### config.mk
export PLATFORM = sky130hd
export DESIGN_NAME = gas_pattern_detector
export DESIGN_NICKNAME = d
export VERILOG_FILES = /design/src/rtl/gas_pattern_detector.sv
export SDC_FILE = /design/constraint.sdc
export NUM_CORES = 1
export LEC_CHECK = 0
export CELL_PAD_IN_SITES_DETAIL_PLACEMENT = 2
export CELL_PAD_IN_SITES_GLOBAL_PLACEMENT = 2
export CORE_ASPECT_RATIO = 0.5
export CORE_MARGIN = 2
export CORE_UTILIZATION = 30
export CTS_CLUSTER_DIAMETER = 40
export CTS_CLUSTER_SIZE = 20
export DETAILED_ROUTE_END_ITERATION = 10
export GPL_TIMING_DRIVEN = 1
export HOLD_SLACK_MARGIN = 0.15
export PLACE_DENSITY = 0.67
export SLEW_MARGIN = 25
export SYNTH_ARGS = -nofsm -noshare
export SYNTH_HDL_FRONTEND = slang
export SYNTH_SLANG_ARGS = --single-unit
### constraint.sdc
create_clock -name clk -period 5 [get_ports clk]
set_input_delay 0.5 -clock clk [delete_from_list [all_inputs] [get_ports clk]]
set_output_delay 0.5 -clock clk [all_outputs]
set_load 0.01 [all_outputs]
### src/rtl/gas_pattern_detector.sv
// gas_pattern_detector: detects NUM_PAT programmable bit patterns on a serial stream with counters and sticky alarms
module gas_pattern_detector #(
  parameter int NUM_PAT = 3,
  parameter int PAT_LEN = 8,
  parameter int CNT_W   = 4,
  parameter int THRESH  = 2,
  localparam int IW = NUM_PAT > 1 ? $clog2(NUM_PAT) : 1,
  localparam int LW = $clog2(PAT_LEN + 1)
) (
  input  logic                     clk,
  input  logic                     arst,
  input  logic                     din,
  input  logic                     din_valid,
  input  logic                     cfg_we,
  input  logic [IW-1:0]            cfg_idx,
  input  logic [PAT_LEN-1:0]       cfg_pattern,
  input  logic [LW-1:0]            cfg_len,
  input  logic [NUM_PAT-1:0]       alarm_clr,
  output logic [NUM_PAT-1:0]       match,
  output logic [NUM_PAT-1:0]       alarm,
  output logic [NUM_PAT*CNT_W-1:0] match_cnt
);
  localparam logic [LW-1:0] PL = LW'(PAT_LEN);
  localparam logic [CNT_W-1:0] TH = CNT_W'(THRESH);
  logic [PAT_LEN-1:0] hist, cand;
  logic [LW-1:0] fill;
  logic [PAT_LEN-1:0] pat [NUM_PAT];
  logic [PAT_LEN-1:0] mask [NUM_PAT];
  logic [LW-1:0] len [NUM_PAT];
  logic [CNT_W-1:0] cnt [NUM_PAT];
  logic [CNT_W-1:0] nxt [NUM_PAT];
  logic [NUM_PAT-1:0] hit, wr;
  assign cand = {hist[PAT_LEN-2:0], din};
  // fill+1 >= len guards against matching on the zeros left by reset
  always_comb begin
    for (int i = 0; i < NUM_PAT; i++) begin
      for (int b = 0; b < PAT_LEN; b++) mask[i][b] = LW'(b) < len[i];
      wr[i]  = cfg_we && cfg_idx == IW'(i);
      nxt[i] = &cnt[i] ? cnt[i] : cnt[i] + 1'b1;
      hit[i] = din_valid && len[i] != '0 && len[i] <= PL &&
               ({1'b0, fill} + 1'b1) >= {1'b0, len[i]} &&
               ((cand ^ pat[i]) & mask[i]) == '0 && !wr[i];
    end
  end
  always_ff @(posedge clk or negedge arst) begin
    if (!arst) begin
      hist  <= '0;
      fill  <= '0;
      match <= '0;
      alarm <= '0;
      for (int i = 0; i < NUM_PAT; i++) begin
        pat[i] <= '0;
        len[i] <= '0;
        cnt[i] <= '0;
      end
    end else begin
      if (din_valid) begin
        hist <= cand;
        fill <= fill == PL ? fill : fill + 1'b1;
      end
      match <= hit;
      for (int i = 0; i < NUM_PAT; i++) begin
        if (wr[i]) begin
          pat[i] <= cfg_pattern;
          len[i] <= cfg_len;
        end
        if (wr[i] || alarm_clr[i]) begin
          cnt[i]   <= '0;
          alarm[i] <= 1'b0;
        end else if (hit[i]) begin
          cnt[i] <= nxt[i];
          if (nxt[i] >= TH) alarm[i] <= 1'b1;
        end
      end
    end
  end
  for (genvar g = 0; g < NUM_PAT; g++) begin : g_cnt
    assign match_cnt[g*CNT_W +: CNT_W] = cnt[g];
  end
endmodule
== Word-level counts from Yosys, hierarchy flattened ==
Cells that the tools add are included.

* Word-level logic and storage cells: 125
* Bits of input ports: 22
* Bits in writable memories: 0
* ROM bits: 0
* Memories kept: 0
* Bits in latches: 0
* Register bits after elaboration: 65

* $lt $le $gt $ge: 33
* Div/mod/pow operators: 0
* Multiply operators: 0
* Shifts and indexed selects: 0
* Muxes and demuxes: 18
* Equality and inequality tests: 3
* Reduce and logical (&&, ||, !) cells: 44
* $add $sub $neg: 5
* Bitwise operators: 7

{| class="wikitable"
|+ Operator list
! cell !! count
|-
| $lt 3x4->1 const A || 12
|-
| $mux 4 || 9
|-
| $and 8x8->8 || 3
|-
| $logic_not 8->1 || 3
|-
| $lt 1x4->1 const A || 6
|-
| $lt 2x4->1 const A || 6
|-
| $xor 8x8->8 || 3
|-
| $logic_and 1x1->1 || 18
|-
| $add 4x1->4 const B || 4
|-
| $ge 5x4->1 || 3
|-
| $ge 4x2->1 const B || 3
|-
| $le 4x4->1 const B || 3
|-
| $reduce_and 4->1 || 3
|-
| $reduce_bool 2->1 || 6
|-
| $reduce_bool 4->1 || 3
|-
| $mux 1 || 9
|-
| $reduce_and 2->1 || 4
|-
| $add 4x1->5 const B || 1
|-
| $eq 4x4->1 const B || 1
|-
| $logic_not 1->1 || 3
|-
| $logic_or 1x1->1 || 3
|-
| $eq 2x1->1 const B || 1
|-
| $eq 2x2->1 const B || 1
|-
| $logic_not 2->1 || 1
|-
| $not 1->1 || 1
|}

== Logic depth before layout (Yosys ltp) ==
Gate-level depths: netlist (run 1).

* Depth after elaboration: 8
* Mapped depth: 9
* Gate-level depth less buffers: 9

== Least setup slack after synthesis (run 1) ==
Ideal clock, no wire load.

* Path kind: register to register
* Start: register fill[0]
* End: register cnt, in the netlist match_cnt[6]
* Arrival: 1997 ps
* Path buffers: 1
* Path slack: 2917 ps
* Stages on the path, launching flop included: 10
* Setup time: 87 ps
* Path through: dfrtp_1 -> inv_1 -> ha_1 -> ha_1 -> a211oi_1 -> o21ai_0 -> and3_1 -> buf_6 -> and4b_1 -> a211oi_2

* Word-level cells in the longest chain between the ends: 6

{| class="wikitable"
|+ RTL lines
! what !! RTL line !! text
|-
| from (decl) || 26 || <nowiki>logic [LW-1:0] fill;</nowiki>
|-
| from (signal assigned) || 59 || <nowiki>fill <= fill == PL ? fill : fill + 1'b1;</nowiki>
|-
| $add 4x1->5 || 41 || <nowiki>({1'b0, fill} + 1'b1) >= {1'b0, len[i]} &&</nowiki>
|-
| $ge 5x4->1 || 41 ||
|-
| $logic_and 1x1->1 || 40 || <nowiki>hit[i] = din_valid && len[i] != '0 && len[i] <= PL &&</nowiki>
|-
| $logic_and 1x1->1 || 41 ||
|-
| $logic_and 1x1->1 || 42 || <nowiki>((cand ^ pat[i]) & mask[i]) == '0 && !wr[i];</nowiki>
|-
| via hit[1] || 32 || <nowiki>logic [NUM_PAT-1:0] hit, wr;</nowiki>
|-
| $reduce_bool 2->1 (no line) || - ||
|-
| to (signal, indexed assignment) || 71 || <nowiki>cnt[i] <= nxt[i];</nowiki>
|-
| to (decl) || 30 || <nowiki>logic [CNT_W-1:0] cnt [NUM_PAT];</nowiki>
|}

The timed path passes the listed nets, and every way through them passes these cells.
A chain may end at the register's enable or synchronous reset.

== Worst setup path after layout (run 1) ==
* Start: input port cfg_idx[1]
* End: register cnt, in the netlist match_cnt[6]

* Word-level cells in the longest chain between the ends: 5
* Elaborated cells between the ends (all ways): 7
* Classes of those cells: eq/ne: 1; mux: 1; reduce/logical: 5

{| class="wikitable"
|+ RTL lines
! what !! RTL line !! text
|-
| from (decl) || 15 || <nowiki>input logic [IW-1:0] cfg_idx,</nowiki>
|-
| $eq 2x1->1 (*) || 38 || <nowiki>wr[i] = cfg_we && cfg_idx == IW'(i);</nowiki>
|-
| $logic_and 1x1->1 (*) || 38 ||
|-
| $logic_not 1->1 || 42 ||
|-
| $logic_and 1x1->1 || 42 ||
|-
| $reduce_bool 2->1 (no line) || - ||
|}

Every way passes the cells marked *; elsewhere a longest branch is shown, timed or not.

==> results of run 1 <==
## flip-flops by register name, summed over array words and instances, names as in the netlist
name	cells
len	12
match	3
match_cnt	12
fill	4
alarm	3
hist	7
pat	24
## kinds of logic (layout without fill, tap and decap cells)
| kind of cell | after synthesis | count (layout) |
|---|---|---|
| AOI/OAI and AO/OA | 57 | 57 |
| xor gates and xnor gates | 29 | 29 |
| adders and majority gates | 20 | 20 |
| buffers and inverters | 32 | 80 |
| DFF | 65 | 65 |
| muxes | 45 | 45 |
| and+or+nand+nor | 84 | 84 |
## worst paths after layout
kind | slack [ps] | end | start
worst min-delay path | 350 | pat[1]$_DFFE_PN0P_ | arst
max in group asynchronous | 4100 | pat[13]$_DFFE_PN0P_ | arst
worst max register to register | 2500 | match_cnt[3]$_DFFE_PN0P_ | fill[0]$_DFFE_PN0P_
min in group clk | 510 | pat[18]$_DFFE_PN0P_ | pat[18]$_DFFE_PN0P_
worst min register to register | 510 | pat[18]$_DFFE_PN0P_ | pat[18]$_DFFE_PN0P_
worst max-delay path | 2460 | match_cnt[6]$_DFFE_PN0P_ | cfg_idx[1]
## power breakdown
part / internal, uW / total [uW] / switching (uW) / leakage, uW
combinational: 265 / 535 / 270 / 0.000895
clock: 500 / 732 / 233 / 0.000166
sequential: 614 / 735 / 121 / 0.000809
## critical path: cells and delay by family
| kind | cells | cell delay, ps |
|---|---|---|
| compound gates | 2 | 390 |
| buf+inv | 1 | 520 |
| simple gates | 4 | 1330 |
## per-layer routing
metal  vias to the layer above  part of all wire [%]
li1                       1272                     -
met1                      1349                    50
met2                        31                    46
met3                         8                   2.4
met4                         0                   1.2
met5                         -                     0
## layout make-up
cell class | count | area, um2 | area share, %
clock inverter | 5 | 103 | 2.28
timing repair buffer | 43 | 415 | 9.22
clock buffer | 11 | 243 | 5.39
multi-input combinational | 235 | 1830 | 40.7
tap | 165 | 206 | 4.58
sequential | 65 | 1630 | 36.1
inverter | 21 | 78.8 | 1.75
## cells in the final DEF, fill, tap and decap left out, types with 4 or more instances in the layout
cell	n
nor2_1	15
clkdlybuf4s50_1	38
nor3_1	8
mux2_2	37
a21oi_1	11
xnor2_1	23
xor2_1	6
a211oi_1	7
clkbuf_16	9
nand2b_1	7
ha_1	20
dfrtp_1	65
inv_1	20
mux2_1	4
nand3_1	14
mux2i_1	4
o22ai_1	4
nand2_1	18
o21ai_0	14
buf_4	4
## per-stage QoR
step           hold WS, ps  total power (uW)
2_1_floorplan          204              1090
3_3_place_gp           490              1240
3_5_place_dp           505              1280
4_1_cts                388              2030
5_1_grt                435              2140
6_report               354              2000
==> run metrics, run 1 <==
Core ar.=11800 um2; H-tree lvl count=3; drt initial violations=62; Fin. Hold Viols=0; Final Critical Period=2540 ps; Final HPWL DP=7140 um; synthesis-to-layout area growth=25.0%; cell count of the worst reg-to-reg path=8; gr busiest metal=met2; P per Cell Area=445 nW/um2; WL final=9900 um; CTS buffer count=9; CTS tree=built; YS warnings=0; HP Class=primary input to asynchronous set/reset pin; TritonCTS Sinks=65; router iterations before antenna repair=4; most common cell in the netlist=dfrtp_1; first-pass GRT wire length=16300 um; GRT Overall Usage=16.7%; Final Cell Area=~4500 um2; Worst-Skew Late Latency=340 ps; worst path required time=5200 ps; CTS root buf=clkbuf_16; Fmax achieved=394 MHz; initial antenna violation count=0; Mapped Avg Cell Area=10.9 um2; status=completed; Slew @ Worst Pin=845 ps; asr flop ratio synth=100%; RSZ-0062 raised after global routing=false; met1 Use GR=21.6%; CP peak stage delay=520 ps; CP Max Fanout=14; sequential area share after synthesis=45.2%; Final TNS setup=0 ps; num rows=28; worst vdd ir=0.142 mV; Chip Height=~80 um; CTS Hold Bufs=0; vias in the first global route=2921; crit-path cells=clkdlybuf4s50_1 > nand3b_2 > nand4_1 > a2111oi_1 > and3_1 > and4b_1 > a211oi_2; top post-synthesis cells by count=dfrtp_1, mux2_2, xnor2_1; Max-Cap Viols=0; largest net degree at the start of global routing=66; Vias/cell=4.88; placed cell areas=4160 um2; input/output buffers=39; cell area after synthesis=3600 um2; post-route clock skew=~6 ps; register clock-pin slew on the reported worst setup and hold paths=~60 ps; Startpoint Class=primary input; antenna viol nets, final=0; routability congestion estimate=0.775; slack of the critical path=about 2500 ps; met2 Track Usage GR=28.1%; nets@finish=417; final period utilization=50.8%; total vias in the final route=2660; ant diodes=0; Synth Flop Type=dfrtp_1; top cell type's share of synthesized area=45.2%; Final setup viols=0; post-synth cell types=51; CP Capture Type=flop; Post-CTS Setup Inserts=0; mux contribution to synthesized area=between 10 and 15%; dominant cells by area after synthesis=dfrtp_1, mux2_2, ha_1; post-route insts no fill=545; Place WS=2120 ps; Synth Area in Adders=under 10%; compound-cell area share of the yosys netlist=10.4%; kind of critical path=primary input to flop; post-synth top area cell=dfrtp_1; initial cell density of the core=a little under a third; Core Util, Final=38.3%; main combinational cell family by area after synthesis=multiplexers; # IOs=40; max_slew headroom=around 44%; die area=13000 um2; CP max-delay cell=clkdlybuf4s50_1; Synth Net Count=374; chip width=159 um; Inst Count DP=between 500 and 600; CP arrival=2740 ps; Post-synth EDFFs=0; clock tree buffer depth=2; Synth Area in XOR/XNOR=slightly above 7%; Pins Over Slew Limit=0; DRC=0; drt wl/cell=18.2 um; layout cell share with drive strength beyond 1=16.6%; FILL cells=about 1.3k; leakage power=0.00187 uW; post-CTS sizing=0; flops & latches, synth=65; area share of and/or/nand/nor cells after synthesis=about 12%; global route overflow=0; Post-Syn Instances=332; met3 Use GR=4.09%
(Power assumes the default switching activity.)
==> inputs of run 2 (changes only) <==
Clock period 5 ns to 2.45 ns, I/O delays scaled along.
==> run 2 against run 1 <==
Register-to-register slack worse by 2300 ps. Final area up 1.3%. First-iteration DRC count up 35%. Worst setup slack worse by 2300 ps. Non-clock buffer count up 7. Clock power up 91%. Sequential power up 100%. Final cell count up 1.3%. Via count up 3.2%. Combinational power up 120%. Largest cell class unchanged. Largest power group unchanged. Highest routed layer unchanged.
==> run metrics, run 2 (same netlist as run 1, synthesis figures left out) <==
delay-heaviest family, CP=adder cells; Startpoint Class=flop; max_slew headroom=69.1%; CTS root buf=clkbuf_16; DRC=0; worst r2r src=fill[0]$_DFFE_PN0P_; Core Util, Final=38.7%; crit-path cells=ha_1 > xor2_2 > ha_1 > o21ai_0 > o21ai_1 > and4_4 > nand2_1 > a221oi_1; Largest register FFs=24; drt initial violations=84; router iterations before antenna repair=4; Pins Over Slew Limit=0; layout cell share with drive strength beyond 1=18.9%; r2r endpoint=match_cnt[2]$_DFFE_PN0P_; HP Class=primary input to asynchronous set/reset pin; Vias/cell=4.97; most used cell, CP=ha_1; CP max-delay cell=dfrtp_1; switching part of the total=32.5%; nets@finish=424; r2r setup slk=170 ps; # IOs=40; Final Cell Area=4560 um2; RSZ-0062 raised after global routing=false; Comb pwr share=about 29%; cell-internal power=approximately 2800 uW; Post-CTS Setup Inserts=0; synthesis-to-layout area growth=26.6%; Fmax achieved=~440 MHz; slack of the critical path=174 ps; Final Critical Period=2280 ps; Worst-Skew Late Latency=340 ps; GRT Overall Usage=between 10% and 20%; cell count of the worst reg-to-reg path=8; TritonCTS Sinks=65; final period utilization=about 93%; placed cell areas=4200 um2; antenna viol nets, final=0; CP Buf/Inv Count=0; num rows=28; Place WS=-34.5 ps; largest net degree at the start of global routing=35; chip width=159 um; largest register by flop count=pat; Core ar.=11800 um2; worst path required time=about 2700 ps; first-pass GRT wire length=between 15000 and 20000 um; post-route clock skew=slightly below 10 ps; Sequential Power Share=36.8%; routability congestion estimate=0.843; kind of critical path=flop to flop; total power=4070 uW; CP arrival=around 2500 ps; P per Cell Area=894 nW/um2; leakage power=around 0.0019 uW; initial antenna violation count=0; Final HPWL DP=7690 um; CTS buffer count=9; H-tree lvl count=3; ant diodes=0; CP Max Fanout=9; total vias in the final route=2744; Final setup viols=0; CP peak stage delay=between 400 and 500 ps; clock tree buffer depth=2; Chip Height=between 80 and 90 um; worst vdd ir=around 0.33 mV; sw power=roughly 1300 uW; register clock-pin slew on the reported worst setup and hold paths=60 ps; CTS tree=built; WL final=10100 um; Fin. Hold Viols=0; Final TNS setup=0 ps; global route overflow=0; most common cell after layout, fill and taps aside=dfrtp_1; commonest cells after routing, fill and taps aside=dfrtp_1, clkdlybuf4s50_1, mux2_2; fraction of power consumed by the clock network=around a third; input/output buffers=39; drt wl/cell=18.3 um; initial cell density of the core=30.6%; Slew @ Worst Pin=464 ps; vias in the first global route=roughly 3k; die area=between 10000 and 15000 um2; status=completed; Max-Cap Viols=0; CP Capture Type=flop
[run 2: area by class of cell]
class / count / area (um2)
multi-input combinational: 235 / 1850
inverter: 21 / 78.8
tap: 165 / 206
sequential: 65 / 1630
fill: 1273 / 7210
clock buffer: 12 / 246
clock inverter: 4 / 76.3
timing repair buffer: 50 / 470
[run 2: what timing repair did]
| action | CTS | global route |
|---|---|---|
| endpoints found under the setup margin | 2 | 10 |
| pin swaps | 0 | 1 |
| resized for setup | 1 | 6 |
| hold buffers | 1 | 0 |
| endpoints found under the hold margin | 65 | 0 |
[run 2: worst max path at each step]
stage                   startpoint                  endpoint  slack (ps)  cells after the start
2_1_floorplan  fill[0]$_DFFE_PN0P_  match_cnt[6]$_DFFE_PN0P_         370                      9
3_3_place_gp                   din  match_cnt[6]$_DFFE_PN0P_          -2                      8
3_5_place_dp   fill[0]$_DFFE_PN0P_  match_cnt[2]$_DFFE_PN0P_         -30                      8
4_1_cts        fill[0]$_DFFE_PN0P_  match_cnt[2]$_DFFE_PN0P_          40                      8
5_1_grt        fill[0]$_DFFE_PN0P_  match_cnt[2]$_DFFE_PN0P_          10                      8
6_report       fill[0]$_DFFE_PN0P_  match_cnt[2]$_DFFE_PN0P_         170                      8
[run 2: worst min-delay path, cell delays in order]
cell and delay (ps):
dlygate4sd3_1 520, buf_2 100, buf_4 360
[run 2: per-layer routing]
layer  track usage, %  share of wire (%)
met4             5.36                1.4
met5                0                  0
met1             21.7                 49
met3             4.09                2.8
met2             28.5                 47
[run 2: stage by stage]
step                      instances  hold WS [ps]
after floorplan                 332         -50.6
after global placement          535           299
after detailed placement        535           308
after CTS                       552           486
after global routing            552           534
final                           552           474
[run 2: power by group through the flow]
stage	Clock [uW]	Combinational [uW]	Sequential [uW]
2_1_floorplan	0	792	1430
3_3_place_gp	0	1070	1490
3_5_place_dp	0	1150	1510
4_1_cts	1430	1170	1500
5_1_grt	1480	1350	1540
6_report	1400	1180	1500
==> inputs of run 3 (changes only) <==
Settings changed: PLACE_DENSITY 0.67 to 0.74.
==> run 3 against run 2 <==
Fmax down 0.83%. Largest power group unchanged. Wire length up 5.1%. Die area unchanged. Global-route usage up 0.47 points. Sequential power about the same. Via count up 0.84%. Core utilization down 0.11 points. Register-to-register slack worse by 20 ps. Critical path depth unchanged. Clock skew down 2.5 ps.
==> run metrics, run 3 (same netlist as run 1, synthesis figures left out) <==
Vias/cell=5.02; Sequential Power Share=between 30% and 40%; Startpoint Class=flop; CP peak stage delay=430 ps; switching part of the total=33.8%; H-tree lvl count=3; CP max-delay cell=dfrtp_1; final period utilization=93.7%; Final Cell Area=4550 um2; vias in the first global route=3136; drt wl/cell=19.2 um; Final HPWL DP=about 7700 um; Final TNS setup=0 ps; # IOs=40; leakage power=0.00190 uW; CP arrival=2530 ps; post-route clock skew=7.15 ps; total vias in the final route=approximately 2.8k; FILL cells=1256; most common cell after layout, fill and taps aside=dfrtp_1; Chip Height=between 80 and 90 um; largest register by flop count=pat; worst path required time=2690 ps; register clock-pin slew on the reported worst setup and hold paths=60 ps; clock tree buffer depth=2; commonest cells after routing, fill and taps aside=dfrtp_1, clkdlybuf4s50_1, mux2_2; fraction of power consumed by the clock network=33.1%; TritonCTS Sinks=65; HP Class=flop to flop; sw power=1350 uW; CP Launch Point=fill[0]$_DFFE_PN0P_; r2r endpoint=match_cnt[3]$_DFFE_PN0P_; antenna viol nets, final=0; Comb pwr share=29.3%; footprint of the multi-input gates=1850 um2; input/output buffers=39; WL final=10600 um; largest net degree at the start of global routing=35; worst vdd ir=0.331 mV; cell count of the worst reg-to-reg path=8; kind of critical path=flop to flop; drt initial violations=81; Reg area=1630 um2; status=completed; initial antenna violation count=0; Fin. Hold Viols=0; DRC=0; global route overflow=0; Final setup viols=0; cell-internal power=2650 uW; P per Cell Area=881 nW/um2; routability congestion estimate=between 0.8 and 0.9; max_slew headroom=between 40% and 50%; Max-Cap Viols=0; CP Capture Type=flop; first-pass GRT wire length=17200 um; router iterations before antenna repair=4; placed cell areas=about 4200 um2; Fmax achieved=approximately 440 MHz; CTS root buf=clkbuf_16; Largest register FFs=24; initial cell density of the core=about 31%; chip width=around 160 um; CTS buffer count=9; GRT Overall Usage=between 10% and 20%; RSZ-0062 raised after global routing=false; layout cell share with drive strength beyond 1=19.2%; crit path to=match_cnt[3]$_DFFE_PN0P_; die area=13000 um2; CTS tree=built; Slew @ Worst Pin=811 ps; CP Max Fanout=9; r2r setup slk=160 ps; Core ar.=around 12000 um2; ant diodes=0; Pins Over Slew Limit=0; worst r2r src=fill[0]$_DFFE_PN0P_; Final Critical Period=2290 ps; nets@finish=423; Worst-Skew Late Latency=between 300 and 400 ps; Core Util, Final=~39%; num rows=28; synthesis-to-layout area growth=26.2%; Post-CTS Setup Inserts=0; crit-path cells=ha_1 > xor2_2 > ha_1 > o21ai_0 > o21ai_0 > and4_4 > a41oi_1 > a211oi_1
## run 3: worst min path at each step
stage | slack, ps | startpoint | cells after the start | endpoint
after floorplan | -50 | arst | 0 | alarm[0]$_DFFE_PN0P_
after global placement | 350 | arst | 1 | pat[1]$_DFFE_PN0P_
after detailed placement | 370 | arst | 1 | pat[17]$_DFFE_PN0P_
after CTS | 510 | alarm[0]$_DFFE_PN0P_ | 2 | alarm[0]$_DFFE_PN0P_
after global routing | 520 | alarm[0]$_DFFE_PN0P_ | 2 | alarm[0]$_DFFE_PN0P_
final | 500 | alarm[0]$_DFFE_PN0P_ | 2 | alarm[0]$_DFFE_PN0P_
## run 3: what timing repair did
item	CTS	global route
hold endpoints to repair	33	0
setup endpoints to repair	2	10
hold buffers	1	0
resized for setup	1	5
## run 3: through the flow
stage	hold slack (ps)	std cells	power, uW	setup slack [ps]
floorplan	-50.6	332	2220	367
global placement	355	534	2560	164
detailed placement	373	534	2660	-8.21
CTS	506	551	4010	50.8
global route	522	551	4250	10.3
finish	500	551	4000	155
## run 3: metal layers
| layer | vias to the layer above | GRT usage (%) | share of wire (%) |
|---|---|---|---|
| li1 | 1286 | - | - |
| met4 | 0 | 4.55 | 1.4 |
| met1 | 1430 | 21.2 | 46 |
| met3 | 13 | 4.39 | 3.0 |
| met2 | 38 | 31.2 | 50 |
| met5 | - | 0 | 0 |
## run 3: power by group through the flow
stage / Clock [uW] / Sequential (uW) / Combinational (uW)
after floorplan: 0 / 1430 / 792
after global placement: 0 / 1490 / 1070
after detailed placement: 0 / 1520 / 1140
after CTS: 1350 / 1500 / 1160
after global routing: 1390 / 1540 / 1320
final: 1320 / 1510 / 1170
## run 3: critical path, delay by kind of cell (launching register included)
family	cells	cell delay (ps)
AOI/OAI and AO/OA	4	640
xor gates and xnor gates	1	220
adders and majority gates	2	580
DFF	1	430
and+or+nand+nor	1	320
## run 3: area by class of cell
class	instances	share of cell area [%]
multi-input cells	235	40.8
flip-flops and latches	65	35.8
repair buffers	49	10.5
clock buffers	10	5.26
well taps	165	4.54
inverters	21	1.73
clock inverters	6	1.46
==> RTL change, RTL diff (config.mk and constraints of run 2) <==
The parameter `NUM_PAT` goes from 3 to 2.
--- a/src/rtl/gas_pattern_detector.sv
+++ b/src/rtl/gas_pattern_detector.sv
@@ -2,3 +2,3 @@
 module gas_pattern_detector #(
-  parameter int NUM_PAT = 3,
+  parameter int NUM_PAT = 2,
   parameter int PAT_LEN = 8,
Ports: changed (5 resized); port bits go from 40 to 32. The function was not compared with the original's and may differ.
==> RTL change against run 2 <==
Sequential power is 29% lower; sequential share of layout area grew 1.3 points; area after synthesis shrank 28%; routed wire length fell by 37%; sequential cell count fell by 18; setup slack better by 11 ps; power decreased by 39%; design area is 30% lower; critical path type unchanged; critical endpoint is now match_cnt[4]; largest cell class unchanged; highest routed layer unchanged.
==> RTL change: results (changes against run 2) <==
status finished, final reports clean (unchanged); post-synthesis sequential area ratio 45.6% (was 45.2%); worst-skew pair later-pin latency 290 ps (was 340 ps); crit path max fanout 8 (was 9); placed insts 377 (was 535); Worst Skew 6.93 ps (was 9.66 ps); Worst VDD drop 0.300 mV (was 0.332 mV); FFs w/ async S/R, synth 100% (unchanged); CP Launch Point fill[0] (unchanged); Synth Net Count 270 (was 374); GRT Overall Usage 14.7% (was 16.8%); Final nets 307 (was 424); Ant. Diodes 0 (unchanged); Yosys cell types 39 (was 51); initial antenna violation count 0 (unchanged); vias in the first global route 2060 (was 3058); Clk pin slew, worst setup/hold paths 60 ps (about the same); Compound-Gate Fraction of Synth Area 9.99% (was 10.4%); first-pass GRT wire length 10.7 mm (was 16.6 mm); post-DP HPWL 4.98 mm (was 7.69 mm); RePlAce Congestion 0.774 (was 0.843); Post-DP Area 3030 um2 (was 4200 um2); via count 1902 (was 2744); mux contribution to synthesized area 13.8% (was 13.9%); total CTS buffers 5 (was 9); largest net degree at the start of global routing 25 (was 35); Commonest cells post-synth dfrtp_1 (47), mux2_2 (24), xnor2_1 (18), ha_1 (14), nand2_1 (14) (was dfrtp_1 (65), mux2_2 (37), xnor2_1 (23), ha_1 (20), inv_1 (20)); fraction of layout cells with a size suffix above 1 16.5% (was 18.9%); xor/xnor share of the synthesized area 6.79% (was 7.05%); 1st-pass router iterations 4 (unchanged); postcts setup bufs 0 (unchanged); Biggest register pat (unchanged); final WL 6.37 mm (was 10.1 mm); Adder-Cell Fraction of Synth Area 6.79% (was 6.95%); yosys warns 0 (unchanged); clk root buf clkbuf_16 (unchanged); Critical Path AT 2480 ps (was 2500 ps); worst slew pin tran 562 ps (was 464 ps); pre-CTS WS 191 ps (was -34.5 ps); Leakage 1.32 nW (was 1.90 nW); number of DRC markers in iteration 0 37 (was 84); Gate Count Post-Synth 236 (was 332); IO Port Bufs 31 (was 39); path category of the worst min-delay check in2async (unchanged); Largest register FFs 16 (was 24); NetSw 0.846 mW (was 1.32 mW); Wirelength per Cell 16.5 um (was 18.3 um); Max Root-Sink Buffers 2 (unchanged); main area contributors after synthesis dfrtp_1 (46%), mux2_2 (10%), ha_1 (6.8%) (was dfrtp_1 (45%), mux2_2 (12%), ha_1 (6.9%)); # H-tree levels 2 (was 3)
RTL change: power groups by stage:
stage | sequential, mW | clock (mW) | combinational [mW]
after floorplan | 1.02 | 0 | 0.599
after global placement | 1.07 | 0 | 0.753
after detailed placement | 1.08 | 0 | 0.786
after CTS | 1.07 | 0.693 | 0.790
after global routing | 1.10 | 0.719 | 0.870
final | 1.07 | 0.664 | 0.773
RTL change: layout make-up:
type                            count  area, um2
Clock buffer                        5        125
Clock inverter                      2       13.8
Fill cell                         865       4990
Inverter                           14       52.6
Multi-Input combinational cell    167       1310
Sequential cell                    47       1180
Tap cell                          112        140
Timing Repair Buffer               38        360
RTL change: timing repair:
item | in CTS | in global routing
gates resized for setup | 0 | 0
hold buffers | 1 | 0
hold endpoints to repair | 23 | 0
RTL change: path summary, 6_finish.rpt:
path | endpoint | slack, ps | cells after the start
worst max-delay path | match_cnt[4] | 190 | 8
worst min-delay path | pat[7] | 470 | 2
worst max register to register | match_cnt[4] | 190 | 8
worst min register to register | alarm[0] | 500 | 2
max in group asynchronous | match_cnt[6] | 1250 | 3
min in group clk | alarm[0] | 500 | 2
RTL change: critical path, cell delays in order (launching register included):
cell	delay (ps)
dfrtp_1	480
ha_1	310
xor2_1	240
ha_1	210
o21ai_0	110
o21ai_2	170
nand3_4	150
or3_1	380
a21oi_1	150
RTL change: per-layer routing:
layer | vias up | wire length (um) | GRT usage, %
met5 | - | 0 | 0
met4 | 0 | 78 | 4.17
met3 | 7 | 176 | 3.29
met2 | 24 | 3070 | 23.9
met1 | 959 | 3040 | 19.6
li1 | 912 | - | -
